**src/rtl/pipe_hazard_ctrl.sv**
```systemverilog
// Load-use hazard detection and ID->EX->MEM->WB control pipeline.
// Inserts one-cycle bubbles on load-use stalls or EX flushes and counts them.
module pipe_hazard_ctrl #(
  parameter logic [31:0] NOP_INST = 32'h0000_0013,
  parameter int unsigned CNT_W    = 16
) (
  input  logic             clk,
  input  logic             rst,
  input  logic [31:0]      inst_data_ID,
  input  logic             valid_ID,
  input  logic             regwrite_ID,
  input  logic             memread_ID,
  input  logic             flush_EX,
  output logic [31:0]      inst_data_EX,
  output logic [31:0]      inst_data_MEM,
  output logic [31:0]      inst_data_WB,
  output logic             regwrite_EX,
  output logic             regwrite_MEM,
  output logic             regwrite_WB,
  output logic             memread_EX,
  output logic             stall,
  output logic [CNT_W-1:0] bubble_count
);

  localparam logic [6:0] OP_LUI   = 7'b0110111;
  localparam logic [6:0] OP_AUIPC = 7'b0010111;
  localparam logic [6:0] OP_JAL   = 7'b1101111;
  localparam logic [6:0] OP_R     = 7'b0110011;
  localparam logic [6:0] OP_S     = 7'b0100011;
  localparam logic [6:0] OP_B     = 7'b1100011;

  function automatic logic uses_rs1(input logic [6:0] opcode);
    return !(opcode == OP_LUI || opcode == OP_AUIPC || opcode == OP_JAL);
  endfunction

  function automatic logic uses_rs2(input logic [6:0] opcode);
    return (opcode == OP_R || opcode == OP_S || opcode == OP_B);
  endfunction

  logic [31:0]      inst_ex_q, inst_ex_d;
  logic [31:0]      inst_mem_q, inst_mem_d;
  logic [31:0]      inst_wb_q, inst_wb_d;
  logic             regwrite_ex_q, regwrite_ex_d;
  logic             regwrite_mem_q, regwrite_mem_d;
  logic             regwrite_wb_q, regwrite_wb_d;
  logic             memread_ex_q, memread_ex_d;
  logic [CNT_W-1:0] bubble_cnt_q, bubble_cnt_d;

  logic [4:0] rd_id, rs1_id, rs2_id, rd_ex;
  logic       rs1_used, rs2_used;
  logic       hazard;
  logic       insert_bubble;
  logic       count_bubble;

  assign rd_id    = inst_data_ID[11:7];
  assign rs1_id   = inst_data_ID[19:15];
  assign rs2_id   = inst_data_ID[24:20];
  assign rd_ex    = inst_ex_q[11:7];
  assign rs1_used = uses_rs1(inst_data_ID[6:0]);
  assign rs2_used = uses_rs2(inst_data_ID[6:0]);

  assign hazard = memread_ex_q && (rd_ex != 5'd0) && valid_ID &&
                  ((rs1_used && rs1_id == rd_ex) || (rs2_used && rs2_id == rd_ex));

  // A flush squashes the dependent instruction anyway, so it wins over the stall.
  assign stall         = hazard && !flush_EX && !rst;
  assign insert_bubble = stall || flush_EX || !valid_ID;
  // Stall and flush can coincide only as one bubble; invalid-ID bubbles are not counted.
  assign count_bubble  = stall || flush_EX;

  // NOTE: every always_comb target gets a default first so no latch is inferred.
  always_comb begin
    inst_wb_d      = inst_mem_q;
    regwrite_wb_d  = regwrite_mem_q;
    inst_mem_d     = inst_ex_q;
    regwrite_mem_d = regwrite_ex_q;
    inst_ex_d      = NOP_INST;
    regwrite_ex_d  = 1'b0;
    memread_ex_d   = 1'b0;
    bubble_cnt_d   = bubble_cnt_q;

    if (!insert_bubble) begin
      inst_ex_d     = inst_data_ID;
      regwrite_ex_d = regwrite_ID && (rd_id != 5'd0);
      memread_ex_d  = memread_ID;
    end

    if (count_bubble && (bubble_cnt_q != {CNT_W{1'b1}})) begin
      bubble_cnt_d = bubble_cnt_q + 1'b1;
    end
  end

  // NOTE: sequential state uses non-blocking assignments so all stages update together.
  always_ff @(posedge clk) begin
    if (rst) begin
      inst_ex_q      <= NOP_INST;
      inst_mem_q     <= NOP_INST;
      inst_wb_q      <= NOP_INST;
      regwrite_ex_q  <= 1'b0;
      regwrite_mem_q <= 1'b0;
      regwrite_wb_q  <= 1'b0;
      memread_ex_q   <= 1'b0;
      bubble_cnt_q   <= '0;
    end else begin
      inst_ex_q      <= inst_ex_d;
      inst_mem_q     <= inst_mem_d;
      inst_wb_q      <= inst_wb_d;
      regwrite_ex_q  <= regwrite_ex_d;
      regwrite_mem_q <= regwrite_mem_d;
      regwrite_wb_q  <= regwrite_wb_d;
      memread_ex_q   <= memread_ex_d;
      bubble_cnt_q   <= bubble_cnt_d;
    end
  end

  assign inst_data_EX  = inst_ex_q;
  assign inst_data_MEM = inst_mem_q;
  assign inst_data_WB  = inst_wb_q;
  assign regwrite_EX   = regwrite_ex_q;
  assign regwrite_MEM  = regwrite_mem_q;
  assign regwrite_WB   = regwrite_wb_q;
  assign memread_EX    = memread_ex_q;
  assign bubble_count  = bubble_cnt_q;

endmodule

```
**config.mk**
```make
export PLATFORM = sky130hd
export DESIGN_NAME = pipe_hazard_ctrl
export DESIGN_NICKNAME = d
export VERILOG_FILES = /design/src/rtl/pipe_hazard_ctrl.sv
export SDC_FILE = /design/constraint.sdc
export NUM_CORES = 1
export LEC_CHECK = 0
export ABC_AREA = 1
export BUFFER_PORTS_ARGS = -buffer_cell sky130_fd_sc_hd__buf_2
export CAP_MARGIN = 0
export CELL_PAD_IN_SITES_DETAIL_PLACEMENT = 1
export CELL_PAD_IN_SITES_GLOBAL_PLACEMENT = 2
export CORE_MARGIN = 2
export CORE_UTILIZATION = 24
export CTS_BUF_LIST = sky130_fd_sc_hd__clkbuf_8
export CTS_CLUSTER_SIZE = 30
export DETAILED_ROUTE_END_ITERATION = 16
export GPL_TIMING_DRIVEN = 0
export PLACE_DENSITY = 0.86
export SKIP_CTS_REPAIR_TIMING = 1
export SYNTH_ARGS = -nofsm -noshare
export SYNTH_HDL_FRONTEND = slang
export SYNTH_SLANG_ARGS = --single-unit
```
**constraint.sdc**
```tcl
create_clock -name clk -period 1.3 [get_ports clk]
set_input_delay 0.13 -clock clk [delete_from_list [all_inputs] [get_ports clk]]
set_output_delay 0.13 -clock clk [all_outputs]
set_load 0.02 [all_outputs]
```
==> Yosys cells after proc, flatten, opt, wreduce, memory -nomap -nowiden <==
Cells that the tools add are included.
{ "totals": {"latchBits": 0, "romBits": 0, "reg_bits": 116, "ram_bits": 0, "n_memories": 0} }
{ "op_classes": {"bitwise": 0, "n_addsub": 1, "n_reduce_logical": 23, "eq_ne": 9, "n_lt_le_gt_ge": 0, "shift": 0, "n_mul": 0, "div": 0, "mux": 0} }
{ "op_table": {"columns": ["operator", "n"], "rows": [
  ["== test 7 x 6 -> 1 bit (second input constant)", 3],
  ["adder 16 x 1 -> 16 bit (second input constant)", 1],
  ["inequality test 16 bit (second input constant)", 1],
  ["== test 7 bit (second input constant)", 2],
  ["== test 5 bit", 2],
  ["nonzero test 5 bit", 2],
  ["logical AND 1 bit", 9],
  ["== test 7 x 5 -> 1 bit (second input constant)", 1],
  ["logical OR 1 bit", 7],
  ["zero test 1 bit", 4],
  ["OR reduction 2 bit", 1]
]} }

==> Longest topological paths before layout <==
{ "logic_depth": {"ltp_word": 12, "ltp_mapped": 13, "depth_no_buf": 12} }

==> Least setup slack after synthesis <==
No wires, ideal clock.
{ "synth_timing": {"path_type": "register -> register", "startpoint": "reg bubble_cnt_q[0] (netlist: bubble_count[0])", "endpoint": "reg bubble_cnt_q[5] (netlist: bubble_count[5])", "path_slack_ps": -340, "arrival_ps": 1525, "period_less_slack_ps": 1640, "setup_time_ps": 115, "path_stages_with_launch": 12, "path_cell_list": "dfxtp_1 -> ha_1 -> nand2_1 -> inv_2 -> nand2_2 -> nor2_4 -> nand3_4 -> buf_6 -> nand4_1 -> inv_1 -> a21oi_1 -> nor2_1"} }
{ "synth_via": {"elab_chain_len": 2} }
{ "synth_lines": {"columns": ["item", "line_no", "source"], "rows": [
  ["start: declaration", "47", "logic [CNT_W-1:0] bubble_cnt_q, bubble_cnt_d;"],
  ["start signal: assignment", "112", "bubble_cnt_q <= bubble_cnt_d;"],
  ["branches (longest 2 deep; another with adder 16 x 1 -> 16 bit)", null, null]
]} }
Several ways; the timed one is not identified.
A chain may end at the register's enable or synchronous reset.

==> Worst setup path in the final report <==
{ "layout_timing": {"startpoint": "reg inst_ex_q[11] (netlist: inst_data_EX[11])", "endpoint": "out stall"} }
{ "layout_via": {"elab_chain_len": 6} }
{ "layout_lines": {"columns": ["item", "line_no", "source"], "rows": [
  ["start: declaration", "40", "logic [31:0] inst_ex_q, inst_ex_d;"],
  ["start signal: assignment", "105", "inst_ex_q <= inst_ex_d;"],
  ["== test 5 bit or nonzero test 5 bit (tied branches)", "63, 62", null],
  ["logical AND 1 bit, on equally long branches", "63, 62", null],
  ["logical OR 1 bit or logical AND 1 bit (tied branches)", "63, 62", null],
  ["logical AND 1 bit (*)", "62", "assign hazard = memread_ex_q && (rd_ex != 5'd0) && valid_ID &&"],
  ["logical AND 1 bit (*) (2 in a row)", "66", "assign stall = hazard && !flush_EX && !rst;"],
  ["end: declaration", "21", "output logic stall,"]
]} }
Mark *: on every way between the ends. The rest lies on a longest branch, timed or not.

==> impl_metrics.tcl <==
set metrics [dict create \
    ys_types 23 \
    synthSimpleGateAreaFrac_pct 23.6 \
    synth-xor-area-share_pct 1.34 \
    r2r_cells 11 \
    max_freq_mhz 588 \
    cts_tree "built" \
    drc 0 \
    total_power_mw 7.47 \
    numCtsBuffers 17 \
    grt_use_total_pct 13.6 \
    fin_ws_ns -0.400 \
    cp-end-kind "output pin" \
    violations "setup timing" \
    reg2reg_slack_ns -0.33 \
    antenna_cells 0 \
    cts.sinks 116 \
    pre_cts_slack_ns -0.364 \
    reg2reg_from "inst_data_EX[11]$_SDFF_PP0_" \
    start_kind "flip-flop" \
    wire_per_inst_um 13.0 \
    ys_seq_elements 116 \
    clk_latency_ns 0.43 \
    period_needed_ns 1.70 \
    drt_wl_total_um 12100 \
    hpwl_um 9000 \
    drt_iter0_drc 126 \
    drv_cap 0 \
    syn-mean-instance-area_um2 7.96 \
    peakVddDrop_v 0.000509 \
    synth-compound-area-share_pct 2.62 \
    final_cell_area_mm2 0.00599 \
    use_met1_pct 15.0 \
    p_leak_nw 3.05 \
    timing.critical_path.fanout_max 5 \
    path_cells "xor2_1 > nor2_1 > nand3_1 > nand2_2 > nand2_4 > inv_2 > buf_6" \
    core_area_mm2 0.0159 \
    drive_above_1_share_pct 34.8 \
    synth_mux_area_share_pct 0 \
    slowest_stage "dfxtp_4" \
    synth_area_mm2 0.00392 \
    grt_pass1_vias 3476 \
    ant_nets 0 \
    worst_path_largest_cell_delay_ns 0.37 \
    cts-root-buf "clkbuf_8" \
    dieArea_mm2 0.0174 \
    syn_inst 492 \
    rsz0062_at_grt "true" \
    min_from "rst" \
    layout_common_cells "buf_2, nor2_1, inv_1, dfxtp_1, nand2_1" \
    timing.hold.ws_ns 0.102 \
    grt_max_degree 17 \
    layout_worst_path_cycle_share_pct 131 \
    rows 46 \
    via_per_inst 3.88 \
    hp-class "input port to flip-flop" \
    dpl.cell_count 862 \
    slew_viol_final 0 \
    crit_buf_inv 2 \
    grt_pass1_wl_um 18100 \
    grt_use_met2_pct 23.0 \
    status "complete, but fails checks" \
    worst_pin_slew_ns 0.563 \
    crit_required_ns 1.17 \
    setup_viol 50 \
    synth_top_family_by_area "simple AND/OR/NAND/NOR gates" \
    top_usage_layer "met2" \
    fin_nets 745 \
    io_buffers 154 \
    synth_nets 531 \
    crit_type "flip-flop to output pin" \
    io_pins 155 \
    num_vias 3629 \
    mostFrequentLayoutCell "buf_2" \
    grt_use_met3_pct 6.75 \
    max_slew_margin_pct 62.5 \
    yosysSeqAreaShare_pct 59.3 \
    hold_viol_final 0 \
    antenna_found_initial 0 \
    routabilityCongestion 0.760 \
    syn2layout_area_growth_pct 52.9 \
    hold_path_depth 4 \
    cp_top_family "simple AND/OR/NAND/NOR gates" \
    htree_levels 4 \
    path_clk_slew_ns 0.07 \
    drtPass1Iterations 4 \
    crit_arrival_ns 1.57 \
    die_w_um 132 \
    fp.dieH_um 132 \
    p_per_area_mw_per_mm2 1250 \
    final.setup_skew_ns 0.0132 \
    initial_core_util_pct 24.6 \
    dpl_cell_area_mm2 0.00505 \
    timing.rr.end "bubble_count[4]$_SDFFE_PP0P_" \
    grt_overflow_total 0 \
    ys.warnings.count 0 \
    cts_buffer_depth 2 \
    synth_adder_area_share_pct 0.320 \
    instances_no_fill 935 \
    holdPathEnd "bubble_count[1]$_SDFFE_PP0P_" \
]
==> state kept, by name, summed over array words and instances, names as in the netlist <==
name	cells
inst_data_EX	32
inst_data_MEM	32
inst_data_WB	32
bubble_count	16
memread_EX	1
regwrite_EX	1
regwrite_MEM	1
regwrite_WB	1
==> cells by family after synthesis <==
group,after synthesis
xor gates and xnor gates,6
buffers and inverters,129
and+or+nand+nor,220
DFF,116
adders and majority gates,1
AOI/OAI and AO/OA,20
==> power by group <==
| part | switching (mW) | internal, mW | leakage, nW |
|---|---|---|---|
| Clock | 1.43 | 1.82 | 0.206 |
| Combinational | 0.317 | 0.257 | 1.89 |
| Sequential | 0.0427 | 3.61 | 0.949 |
| Total | 1.79 | 5.68 | 3.05 |
==> layout make-up <==
class	count	area [µm²]
Buffer	15	125
Clock buffer	20	275
Clock inverter	12	113
Fill cell	1971	9960
Inverter	114	430
Multi-Input combinational cell	247	1200
Sequential cell	116	2360
Tap cell	216	270
Timing Repair Buffer	195	1210
==> synthesized netlist by cell type <==
| master | instances | area (µm²) |
|---|---|---|
| o21ai_0 | 2 | 10.0 |
| a31oi_1 | 2 | 12.5 |
| nand3_4 | 1 | 17.5 |
| nor2_4 | 1 | 11.3 |
| ha_1 | 1 | 12.5 |
| nor3_1 | 2 | 10.0 |
| inv_2 | 5 | 18.8 |
| buf_2 | 7 | 35.0 |
| xor2_1 | 4 | 35.0 |
| buf_6 | 1 | 11.3 |
| nand4_1 | 4 | 25.0 |
| xnor2_1 | 2 | 17.5 |
| clkbuf_1 | 7 | 26.3 |
| nor2_1 | 124 | 465 |
| and3_1 | 1 | 6.26 |
| or2_2 | 9 | 56.3 |
| dfxtp_1 | 116 | 2320 |
| nand2_1 | 50 | 188 |
| nand3_1 | 24 | 120 |
| a21oi_1 | 16 | 80.1 |
| nor2_2 | 2 | 12.5 |
| nand2_2 | 2 | 12.5 |
| inv_1 | 109 | 409 |
==> per-layer routing <==
metal | wire length (µm) | vias up
met5 | 0 | -
met4 | 183 | 0
met3 | 829 | 16
met2 | 6190 | 95
met1 | 4920 | 1663
li1 | - | 1855
==> worst reg2reg max path: cells and delay by family, from the launching register on <==
family                    cells  cell delay [ns]
and+or+nand+nor               8             0.69
DFF                           1             0.37
xor gates and xnor gates      1             0.16
buffers and inverters         2             0.31
==> metrics by stage <==
step | util, % | setup TNS [ns]
CTS | 34.1 | -17.14
global route | 37.5 | -14.47
finish | 37.5 | -8.81
detailed placement | 31.7 | -16.67
floorplan | - | -1.53
global placement | 31.7 | -18.27
==> how the worst max path moves through the flow <==
stage | from | depth (start not counted) | slack (ns) | end
floorplan | bubble_count[1]$_SDFFE_PP0P_ | 11 | -0.16 | bubble_count[5]$_SDFFE_PP0P_
global placement | flush_EX | 10 | -0.39 | inst_data_EX[20]$_SDFF_PP0_
detailed placement | flush_EX | 10 | -0.36 | inst_data_EX[7]$_SDFF_PP0_
CTS | inst_data_EX[11]$_SDFF_PP0_ | 7 | -0.52 | stall
global route | inst_data_EX[8]$_SDFF_PP0_ | 10 | -0.54 | stall
finish | inst_data_EX[11]$_SDFF_PP0_ | 7 | -0.40 | stall
Power figures use the tool's default switching activity.
